===== config.mk =====
export PLATFORM = sky130hd
export DESIGN_NAME = dmem_axil_bridge
export DESIGN_NICKNAME = d
export VERILOG_FILES = /design/src/rtl/dmem_axil_bridge.sv
export SDC_FILE = /design/constraint.sdc
export NUM_CORES = 1
export LEC_CHECK = 0
export ABC_CLOCK_PERIOD_IN_PS = 2000
export CORE_MARGIN = 3
export CORE_UTILIZATION = 35
export CTS_CLUSTER_SIZE = 16
export DETAILED_ROUTE_END_ITERATION = 10
export DONT_BUFFER_PORTS = 1
export SYNTH_ARGS = -nofsm -noshare
export SYNTH_HDL_FRONTEND = slang
export SYNTH_SLANG_ARGS = --single-unit

===== constraint.sdc =====
create_clock -name clk -period 2 [get_ports clk]
set_input_delay 0.5 -clock clk [delete_from_list [all_inputs] [get_ports clk]]
set_output_delay 0.5 -clock clk [all_outputs]
set_load 0.005 [all_outputs]

===== src/rtl/dmem_axil_bridge.sv =====
// dmem_axil_bridge: single-beat dmem port to AXI4-Lite master with byte-lane steering.
// Define DMEM_TIMEOUT_EN to add a response watchdog of TIMEOUT_CYCLES.
module dmem_axil_bridge #(
   parameter int ADDR_WIDTH     = 32,
   parameter int DATA_WIDTH     = 32,
   parameter int TIMEOUT_CYCLES = 256
) (
   input  logic                    clk,
   input  logic                    rst_n,
   input  logic [ADDR_WIDTH-1:0]   dmem_addr,
   input  logic [DATA_WIDTH-1:0]   dmem_write_data,
   input  logic                    dmem_read,
   input  logic                    dmem_write,
   input  logic [DATA_WIDTH/8-1:0] dmem_byte_enable,
   output logic [DATA_WIDTH-1:0]   dmem_read_data,
   output logic                    dmem_ready,
   output logic                    dmem_error,
   output logic [ADDR_WIDTH-1:0]   m_axi_awaddr,
   output logic [2:0]              m_axi_awprot,
   output logic                    m_axi_awvalid,
   input  logic                    m_axi_awready,
   output logic [DATA_WIDTH-1:0]   m_axi_wdata,
   output logic [DATA_WIDTH/8-1:0] m_axi_wstrb,
   output logic                    m_axi_wvalid,
   input  logic                    m_axi_wready,
   input  logic [1:0]              m_axi_bresp,
   input  logic                    m_axi_bvalid,
   output logic                    m_axi_bready,
   output logic [ADDR_WIDTH-1:0]   m_axi_araddr,
   output logic [2:0]              m_axi_arprot,
   output logic                    m_axi_arvalid,
   input  logic                    m_axi_arready,
   input  logic [DATA_WIDTH-1:0]   m_axi_rdata,
   input  logic [1:0]              m_axi_rresp,
   input  logic                    m_axi_rvalid,
   output logic                    m_axi_rready
);
   typedef enum logic [2:0] {IDLE, WR, WR_B, RD_A, RD_D, RESP} state_t;
   state_t state_q, state_d;
   logic [ADDR_WIDTH-3:0]   addr_q, addr_d;
   logic [1:0]              off_q, off_d;
   logic [DATA_WIDTH/8-1:0] be_q, be_d;
   logic [DATA_WIDTH-1:0]   wdata_q, wdata_d, rdata_q, rdata_d;
   logic aw_done_q, aw_done_d, w_done_q, w_done_d, err_q, err_d;
   logic [DATA_WIDTH-1:0] rdata_sh, lane_mask;
   logic req, tmo, late_b, late_r;
   assign req = dmem_read | dmem_write;
`ifdef DMEM_TIMEOUT_EN
   localparam int CW = $clog2(TIMEOUT_CYCLES + 1);
   logic [CW-1:0] cnt_q, cnt_d;
   logic busy;
   assign busy   = state_q inside {WR, WR_B, RD_A, RD_D};
   assign tmo    = busy && cnt_q == CW'(TIMEOUT_CYCLES - 1);
   assign cnt_d  = (busy && state_d == state_q) ? cnt_q + 1'b1 : '0;
   // a response abandoned by the watchdog is drained and dropped in IDLE
   assign late_b = state_q == IDLE && m_axi_bvalid;
   assign late_r = state_q == IDLE && m_axi_rvalid;
   always_ff @(posedge clk or negedge rst_n)
      if (!rst_n) cnt_q <= '0;
      else cnt_q <= cnt_d;
`else
   assign tmo    = 1'b0;
   assign late_b = 1'b0;
   assign late_r = 1'b0;
`endif
   assign rdata_sh  = m_axi_rdata >> {off_q, 3'b000};
   assign lane_mask = {{8{be_q[3]}}, {8{be_q[2]}}, {8{be_q[1]}}, {8{be_q[0]}}};
   always_comb begin
      state_d   = state_q;
      addr_d    = addr_q;
      off_d     = off_q;
      be_d      = be_q;
      wdata_d   = wdata_q;
      rdata_d   = rdata_q;
      aw_done_d = aw_done_q;
      w_done_d  = w_done_q;
      err_d     = err_q;
      case (state_q)
         IDLE: if (req) begin
            addr_d    = dmem_addr[ADDR_WIDTH-1:2];
            off_d     = dmem_addr[1:0];
            be_d      = dmem_byte_enable;
            wdata_d   = dmem_write_data;
            aw_done_d = 1'b0;
            w_done_d  = 1'b0;
            err_d     = dmem_read & dmem_write;
            state_d   = dmem_write ? WR : RD_A;
         end
         WR: begin
            aw_done_d = aw_done_q | m_axi_awready;
            w_done_d  = w_done_q | m_axi_wready;
            state_d   = (aw_done_d && w_done_d) ? WR_B : WR;
         end
         WR_B: if (m_axi_bvalid) begin
            err_d   = err_q | (m_axi_bresp != 2'b00);
            state_d = RESP;
         end
         RD_A: state_d = m_axi_arready ? RD_D : RD_A;
         RD_D: if (m_axi_rvalid) begin
            rdata_d = rdata_sh & lane_mask;
            err_d   = err_q | (m_axi_rresp != 2'b00);
            state_d = RESP;
         end
         RESP: state_d = IDLE;
         default: state_d = IDLE;
      endcase
      if (tmo) begin
         state_d = RESP;
         err_d   = 1'b1;
         rdata_d = '0;
      end
   end
   always_ff @(posedge clk or negedge rst_n)
      if (!rst_n) begin
         state_q   <= IDLE;
         addr_q    <= '0;
         off_q     <= '0;
         be_q      <= '0;
         wdata_q   <= '0;
         rdata_q   <= '0;
         aw_done_q <= 1'b0;
         w_done_q  <= 1'b0;
         err_q     <= 1'b0;
      end else begin
         state_q   <= state_d;
         addr_q    <= addr_d;
         off_q     <= off_d;
         be_q      <= be_d;
         wdata_q   <= wdata_d;
         rdata_q   <= rdata_d;
         aw_done_q <= aw_done_d;
         w_done_q  <= w_done_d;
         err_q     <= err_d;
      end
   // valids come only from registered state, never from the ready inputs
   assign m_axi_awaddr   = {addr_q, 2'b00};
   assign m_axi_araddr   = {addr_q, 2'b00};
   assign m_axi_awprot   = 3'b000;
   assign m_axi_arprot   = 3'b000;
   assign m_axi_awvalid  = state_q == WR && !aw_done_q;
   assign m_axi_wvalid   = state_q == WR && !w_done_q;
   assign m_axi_wdata    = wdata_q << {off_q, 3'b000};
   assign m_axi_wstrb    = be_q << off_q;
   assign m_axi_bready   = state_q == WR_B || late_b;
   assign m_axi_arvalid  = state_q == RD_A;
   assign m_axi_rready   = state_q == RD_D || late_r;
   assign dmem_ready     = (state_q == IDLE && !req) || state_q == RESP;
   assign dmem_error     = state_q == RESP && err_q;
   assign dmem_read_data = rdata_q;
endmodule


# ---- Yosys cells after proc, flatten, opt, wreduce, memory -nomap -nowiden
# Cells that the tools add are included.
dict set report op_classes {
  n_eq_ne 8
  shifts 3
  muxes 14
  bitwise 7
  n_reduce_logical 19
}
# operator count
set op_table {}
lappend op_table {{bitwise AND 32 bit} 1}
lappend op_table {{left shift 32 x 5 -> 32 bit} 1}
lappend op_table {{right shift 32 x 5 -> 32 bit} 1}
lappend op_table {{one-hot mux 3 bit (5 select lines)} 1}
lappend op_table {{2-to-1 mux 3 bit} 4}
lappend op_table {{== test 3 x 2 -> 1 bit (second input constant)} 2}
lappend op_table {{== test 3 bit (second input constant)} 2}
lappend op_table {{!= test 2 bit (second input constant)} 3}
lappend op_table {{AND reduction 2 bit} 3}
lappend op_table {{nonzero test 2 bit} 3}
lappend op_table {{logical AND 1 bit} 5}
lappend op_table {{bitwise OR 1 bit} 5}
lappend op_table {{2-to-1 mux 1 bit} 4}
lappend op_table {{2-to-1 mux 2 bit} 2}
lappend op_table {{one-hot mux 1 bit (2 select lines)} 2}
lappend op_table {{AND reduction 4 bit} 1}
lappend op_table {{left shift 4 x 2 -> 4 bit} 1}
lappend op_table {{== test 3 x 1 -> 1 bit (second input constant)} 1}
lappend op_table {{zero test 1 bit} 3}
lappend op_table {{zero test 3 bit} 1}
lappend op_table {{one-hot mux 1 bit (3 select lines)} 1}
lappend op_table {{AND reduction 3 bit} 1}
lappend op_table {{nonzero test 3 bit} 1}
lappend op_table {{bitwise AND 1 bit} 1}
lappend op_table {{logical OR 1 bit} 1}
dict set report totals {
  register_bits 106
  in_bits 113
  output_inout_bits 145
  wordCells 60
}

# ---- Logic depth before layout (Yosys ltp)
dict set report logic_depth {
  depth_word 4
  mapped_depth 7
  depth_no_buf 4
}

# ---- Worst setup path after synthesis
# Ideal clock, no wire load.
dict set report synth_timing {
  path_type {reg-to-output}
  from {register off_q[0]}
  to {output m_axi_wstrb[3]}
  arrival_ns 1.226
  t_required_ns 1.500
  path_slack_ns 0.274
  stages_incl_launch_ff 6
  path_buffers 3
  path_cell_list {dfrtp_1 -> buf_2 -> buf_2 -> buf_4 -> mux2i_1 -> a21oi_1}
}
dict set report synth_between {
  elab_chain_cells 1
}
# item line
set synth_rtl {}
lappend synth_rtl {{from (decl)} 41} ;# logic [1:0] off_q, off_d;
lappend synth_rtl {{from (signal assigned)} 117} ;# off_q <= '0;
lappend synth_rtl {{from (signal assigned)} 127} ;# off_q <= off_d;
lappend synth_rtl {{left shift 4 x 2 -> 4 bit} 143} ;# assign m_axi_wstrb = be_q << off_q;
lappend synth_rtl {{to (decl)} 23} ;# output logic [DATA_WIDTH/8-1:0] m_axi_wstrb,
# No other way between the ends.

# ---- Final worst setup path
dict set report layout_timing {
  from {register off_q[1]}
  to {output m_axi_wdata[23]}
}
dict set report layout_between {
  elab_chain_cells 1
}
# item line
set layout_rtl {}
lappend layout_rtl {{left shift 32 x 5 -> 32 bit} 142} ;# assign m_axi_wdata = wdata_q << {off_q, 3'b000};
lappend layout_rtl {{to (decl)} 22} ;# output logic [DATA_WIDTH-1:0] m_axi_wdata,
# No other way between the ends.

==> impl_results.html <==
<table>
<tr><th>Metric</th><th>Value</th></tr>
<tr><th colspan="2">Run status</th></tr>
<tr><td>Failing checks</td><td>negative hold slack</td></tr>
<tr><td>Run status</td><td>finished, violations left</td></tr>
<tr><th colspan="2">Yosys</th></tr>
<tr><td>Post-synthesis sequential area ratio</td><td>0.475</td></tr>
<tr><td>Area share of the largest cell type after synthesis</td><td>0.475</td></tr>
<tr><td>Cell type contributing the most total cell area after synthesis</td><td>sky130_fd_sc_hd__dfrtp_1</td></tr>
<tr><td>Ranking of synthesized cells by area</td><td>sky130_fd_sc_hd__dfrtp_1 (48%), sky130_fd_sc_hd__mux2_2 (14%), sky130_fd_sc_hd__mux2i_1 (6.1%)</td></tr>
<tr><td>Synthesized netlist cell count</td><td>a little over 500</td></tr>
<tr><td>Proportion of synthesized flip-flops having asynchronous set or reset</td><td>1.00</td></tr>
<tr><td>Number of distinct library cells after synthesis</td><td>37</td></tr>
<tr><td>Post-synthesis cell area</td><td>0.00558 sq mm</td></tr>
<tr><td>Post-synth EDFFs</td><td>0</td></tr>
<tr><td>Post-synth top flop</td><td>sky130_fd_sc_hd__dfrtp_1</td></tr>
<tr><td>Register bit count reported by yosys</td><td>106</td></tr>
<tr><td>Ys Warns</td><td>0</td></tr>
<tr><td>Synthesized area per cell</td><td>11.0 sq um</td></tr>
<tr><th colspan="2">Worst setup path</th></tr>
<tr><td>Data arrival time of the worst path</td><td>1.47 ns</td></tr>
<tr><td>Critical path peak fanout</td><td>10</td></tr>
<tr><td>Critical Path Source Type</td><td>register</td></tr>
<tr><td>Required time worst endpoint</td><td>1.50 ns</td></tr>
<tr><td>Cell-by-cell listing of the critical path</td><td>nor2b_2, buf_6, nand2_1, o21ai_1</td></tr>
<tr><td>CP endpoint kind</td><td>primary output</td></tr>
<tr><td>Worst stage delay on the critical path</td><td>0.52 ns</td></tr>
<tr><td>Worst setup path category</td><td>reg2out</td></tr>
<tr><td>Critical-path top delay cell</td><td>sky130_fd_sc_hd__dfrtp_2</td></tr>
<tr><th colspan="2">Layout</th></tr>
<tr><td>Layout net count</td><td>~590</td></tr>
<tr><td>Final Instance Count excl. Fillers</td><td>692</td></tr>
<tr><td>Final cell area excluding filler cells</td><td>between 0.006 and 0.007 sq mm</td></tr>
<tr><td>Synthesis-to-finish area growth</td><td>8.14%</td></tr>
<tr><td>Post-route core utilization</td><td>0.391</td></tr>
<tr><td>Share of post-route cells with drive strength above 1</td><td>0.304</td></tr>
<tr><td>Layout fillers</td><td>1,517</td></tr>
<tr><td>Leading cell type in the layout, fill and taps excluded</td><td>sky130_fd_sc_hd__dfrtp_1</td></tr>
<tr><td>Most used cells in the layout excluding fill and tap cells</td><td>sky130_fd_sc_hd__dfrtp_1 (104), sky130_fd_sc_hd__mux2_2 (68), sky130_fd_sc_hd__nand2_1 (60), sky130_fd_sc_hd__mux2i_1 (31), sky130_fd_sc_hd__o21ai_0 (28)</td></tr>
<tr><th colspan="2">Floorplan</th></tr>
<tr><td>Std cell rows</td><td>45</td></tr>
<tr><td>I/O pin total</td><td>258</td></tr>
<tr><td>Die ar.</td><td>0.0175 sq mm</td></tr>
<tr><td>Vertical extent of the die</td><td>approximately 130 um</td></tr>
<tr><td>Effective utilization at floorplan</td><td>0.362</td></tr>
<tr><td>Core Footprint</td><td>0.0154 sq mm</td></tr>
<tr><td>Horizontal extent of the die</td><td>~130 um</td></tr>
<tr><th colspan="2">Timing</th></tr>
<tr><td>Fmax</td><td>between 500 and 600 MHz</td></tr>
<tr><td>Share of the clock period used by the worst path</td><td>0.984</td></tr>
<tr><td>Clock period minus final worst setup slack</td><td>between 1.5 and 2 ns</td></tr>
<tr><td>Number of pins exceeding their max-slew limit in the final report</td><td>0</td></tr>
<tr><td>Final setup vio count</td><td>0</td></tr>
<tr><td>Final Hold Viols</td><td>~110</td></tr>
<tr><td>Worst hold slack</td><td>-0.154 ns</td></tr>
<tr><td>Maximum clock skew at final layout</td><td>0.00530 ns</td></tr>
<tr><td>Final Worst Setup Slack</td><td>0.0311 ns</td></tr>
<tr><td>Unrepaired setup endpoints after global routing</td><td>yes</td></tr>
<tr><td>Max transition margin</td><td>0.628</td></tr>
<tr><td>Pin slew with the least headroom to its limit</td><td>0.557 ns</td></tr>
<tr><th colspan="2">Place</th></tr>
<tr><td>Dpl cell area</td><td>0.00553 sq mm</td></tr>
<tr><td>Post-Place Setup Slack</td><td>0.308 ns</td></tr>
<tr><td>Detailed-placement wirelength estimate</td><td>10.5 mm</td></tr>
<tr><td>Port Buffers</td><td>0</td></tr>
<tr><td>Post-Place Cells</td><td>668</td></tr>
<tr><td>Weighted congestion at the end of routability-driven global placement</td><td>approximately 0.81</td></tr>
<tr><th colspan="2">GRT</th></tr>
<tr><td>Leftover overflow at the end of global routing</td><td>0</td></tr>
<tr><td>Antenna violations before repair</td><td>1</td></tr>
<tr><td>Vias in the first global route</td><td>approximately 3,700</td></tr>
<tr><td>Total Routing Usage GR</td><td>0.161</td></tr>
<tr><td>Global-route wire length before repair</td><td>22.2 mm</td></tr>
<tr><td>Largest net degree at the start of global routing</td><td>107</td></tr>
<tr><th colspan="2">Power and ir drop</th></tr>
<tr><td>Switching power summed over all nets</td><td>4.31 mW</td></tr>
<tr><td>Power density over the cells</td><td>1790 mW/mm^2</td></tr>
<tr><td>Max VDD drop</td><td>0.780 mV</td></tr>
<tr><td>Relative contribution of the clock network to total power</td><td>0.161</td></tr>
<tr><td>Sequential share of power</td><td>0.389</td></tr>
<tr><td>Share of total power consumed by net switching</td><td>0.399</td></tr>
<tr><td>Internal Dissipation</td><td>6.50 mW</td></tr>
<tr><td>Share of total power in combinational logic</td><td>0.451</td></tr>
<tr><td>Leakage power summed over all cells</td><td>approximately 2.5 nW</td></tr>
<tr><th colspan="2">Clock network</th></tr>
<tr><td># H-tree levels</td><td>3</td></tr>
<tr><td>Clock transition time at the flip-flop clock pins of the worst setup and hold paths</td><td>0.07 ns</td></tr>
<tr><td>Root Buffer Master</td><td>sky130_fd_sc_hd__clkbuf_16</td></tr>
<tr><td>Clock tree from TritonCTS</td><td>done</td></tr>
<tr><td>Number of buffers on the longest clock path</td><td>2</td></tr>
<tr><td>Number of buffers inserted during clock tree synthesis</td><td>9</td></tr>
<tr><td>Clock Latency Late Sink</td><td>0.34 ns</td></tr>
<tr><td>Sinks on Clock Net</td><td>106</td></tr>
<tr><th colspan="2">Detailed routing</th></tr>
<tr><td>Final wirelength</td><td>approximately 15 mm</td></tr>
<tr><td>Wire per inst</td><td>approximately 21 um</td></tr>
<tr><td>Total DRC errors in the routed layout</td><td>0</td></tr>
<tr><td>Number of search-and-repair iterations in the first detailed-routing pass</td><td>4</td></tr>
<tr><td>Post-route ant nets</td><td>0</td></tr>
<tr><td>Vias per std cell</td><td>5.35</td></tr>
<tr><td>Number of vias in the routed layout</td><td>3,699</td></tr>
<tr><td>DRT iter0 DRCs</td><td>177</td></tr>
<tr><th colspan="2">Run</th></tr>
<tr><td>Max-cap violations</td><td>0</td></tr>
<tr><th colspan="2">Min path</th></tr>
<tr><td>Path category of the worst min-delay check</td><td>in2async</td></tr>
</table>
-- registers in the layout, indices dropped and copies added, names as in the netlist --
name and flops:
dmem_read_data 32, wdata_q 32, addr_q 30, be_q 4, state_q 3, off_q 2
aw_done_q 1, err_q 1, w_done_q 1
-- metrics by stage --
| stage | total power [mW] | hold WS [ns] | TNS (ns) |
|---|---|---|---|
| after global routing | 11.6 | -0.183 | -0.450 |
| after CTS | 10.6 | -0.177 | 0 |
| after global placement | 8.42 | 0.208 | 0 |
| after detailed placement | 8.56 | 0.208 | 0 |
| final | 10.8 | -0.154 | 0 |
| after floorplan | 7.82 | 0.204 | 0 |
-- final cells by class --
class                   count  area, sq um  share of cell area
diodes                      1         2.50            0.000415
clock buffers              12          256              0.0425
clock inverters             4         35.0             0.00580
inverters                   3         11.3             0.00187
multi-input cells         333         2540               0.421
flip-flops and latches    106         2660               0.440
well taps                 211          264              0.0437
repair buffers             22          273              0.0452
-- per-layer routing --
| metal | share of wire | vias up | routed length, um | GRT usage |
|---|---|---|---|---|
| met2 | 0.49 | 182 | 7260 | 0.269 |
| met5 | 0 | - | 0 | 0 |
| met4 | 0.014 | 0 | 209 | 0.0445 |
| met3 | 0.084 | 15 | 1240 | 0.0630 |
| li1 | - | 1655 | - | - |
| met1 | 0.41 | 1847 | 6060 | 0.194 |
-- power groups by stage --
| stage | combinational [mW] | sequential [mW] | clock (mW) |
|---|---|---|---|
| 2_1_floorplan | 4.07 | 3.75 | 0 |
| 3_3_place_gp | 4.24 | 4.18 | 0 |
| 3_5_place_dp | 4.35 | 4.21 | 0 |
| 4_1_cts | 4.60 | 4.20 | 1.82 |
| 5_1_grt | 5.32 | 4.35 | 1.92 |
| 6_report | 4.87 | 4.20 | 1.74 |
-- path summary, 6_finish.rpt --
check                             startpoint  slack (ns)  cells after the start                  to
worst max-delay path                off_q[1]        0.03                      4     m_axi_wdata[23]
worst min-delay path                   rst_n       -0.15                      0          state_q[2]
worst max register to register    state_q[2]        0.30                      4            off_q[0]
worst min register to register   wdata_q[28]        0.51                      1         wdata_q[28]
max in group asynchronous              rst_n        1.99                      0  dmem_read_data[17]
min in group clk                m_axi_bvalid        0.26                      1          state_q[1]
-- cell families after synthesis --
| logic type | synth area share |
|---|---|
| buffers and inverters | 0.0975 |
| AOI/OAI and AO/OA | 0.112 |
| other | 0.000672 |
| and+or+nand+nor | 0.100 |
| muxes | 0.214 |
| DFF | 0.475 |
-- cells in the mapped netlist (2+ instances only) --
cell,count
sky130_fd_sc_hd__a21oi_1,16
sky130_fd_sc_hd__o31ai_2,8
sky130_fd_sc_hd__buf_4,44
sky130_fd_sc_hd__a22o_1,8
sky130_fd_sc_hd__mux2_1,8
sky130_fd_sc_hd__mux2_2,68
sky130_fd_sc_hd__nand2_1,60
sky130_fd_sc_hd__and3_1,2
sky130_fd_sc_hd__a211oi_1,9
sky130_fd_sc_hd__o211ai_1,8
sky130_fd_sc_hd__dfrtp_1,106
sky130_fd_sc_hd__o22ai_1,2
sky130_fd_sc_hd__a31oi_1,3
sky130_fd_sc_hd__and2_1,11
sky130_fd_sc_hd__buf_2,15
sky130_fd_sc_hd__nor2b_1,15
sky130_fd_sc_hd__inv_1,3
sky130_fd_sc_hd__mux2i_1,34
sky130_fd_sc_hd__buf_1,3
sky130_fd_sc_hd__clkbuf_1,7
sky130_fd_sc_hd__o21ai_0,34
sky130_fd_sc_hd__buf_6,8
sky130_fd_sc_hd__a22oi_1,2
sky130_fd_sc_hd__nor3_1,2
sky130_fd_sc_hd__nand2b_1,4
sky130_fd_sc_hd__nor2_1,18
-- critical path: cells and delay by family, from the launching register on --
family | cells | cell delay [ns]
buffers and inverters | 1 | 0.17
AND/OR/NAND/NOR | 2 | 0.30
AO/OA/AOI/OAI | 1 | 0.14
flip-flops | 1 | 0.52
-- timing repair --
item | in CTS | in global routing
gates resized for setup | 11 | 27
gates cloned | 2 | 1
endpoints found under the setup margin | 20 | 25
setup buffers | 2 | 2
pin swaps | 2 | 2
endpoints found under the hold margin | 106 | 106
Note: power is estimated with default switching activity, not from simulation.
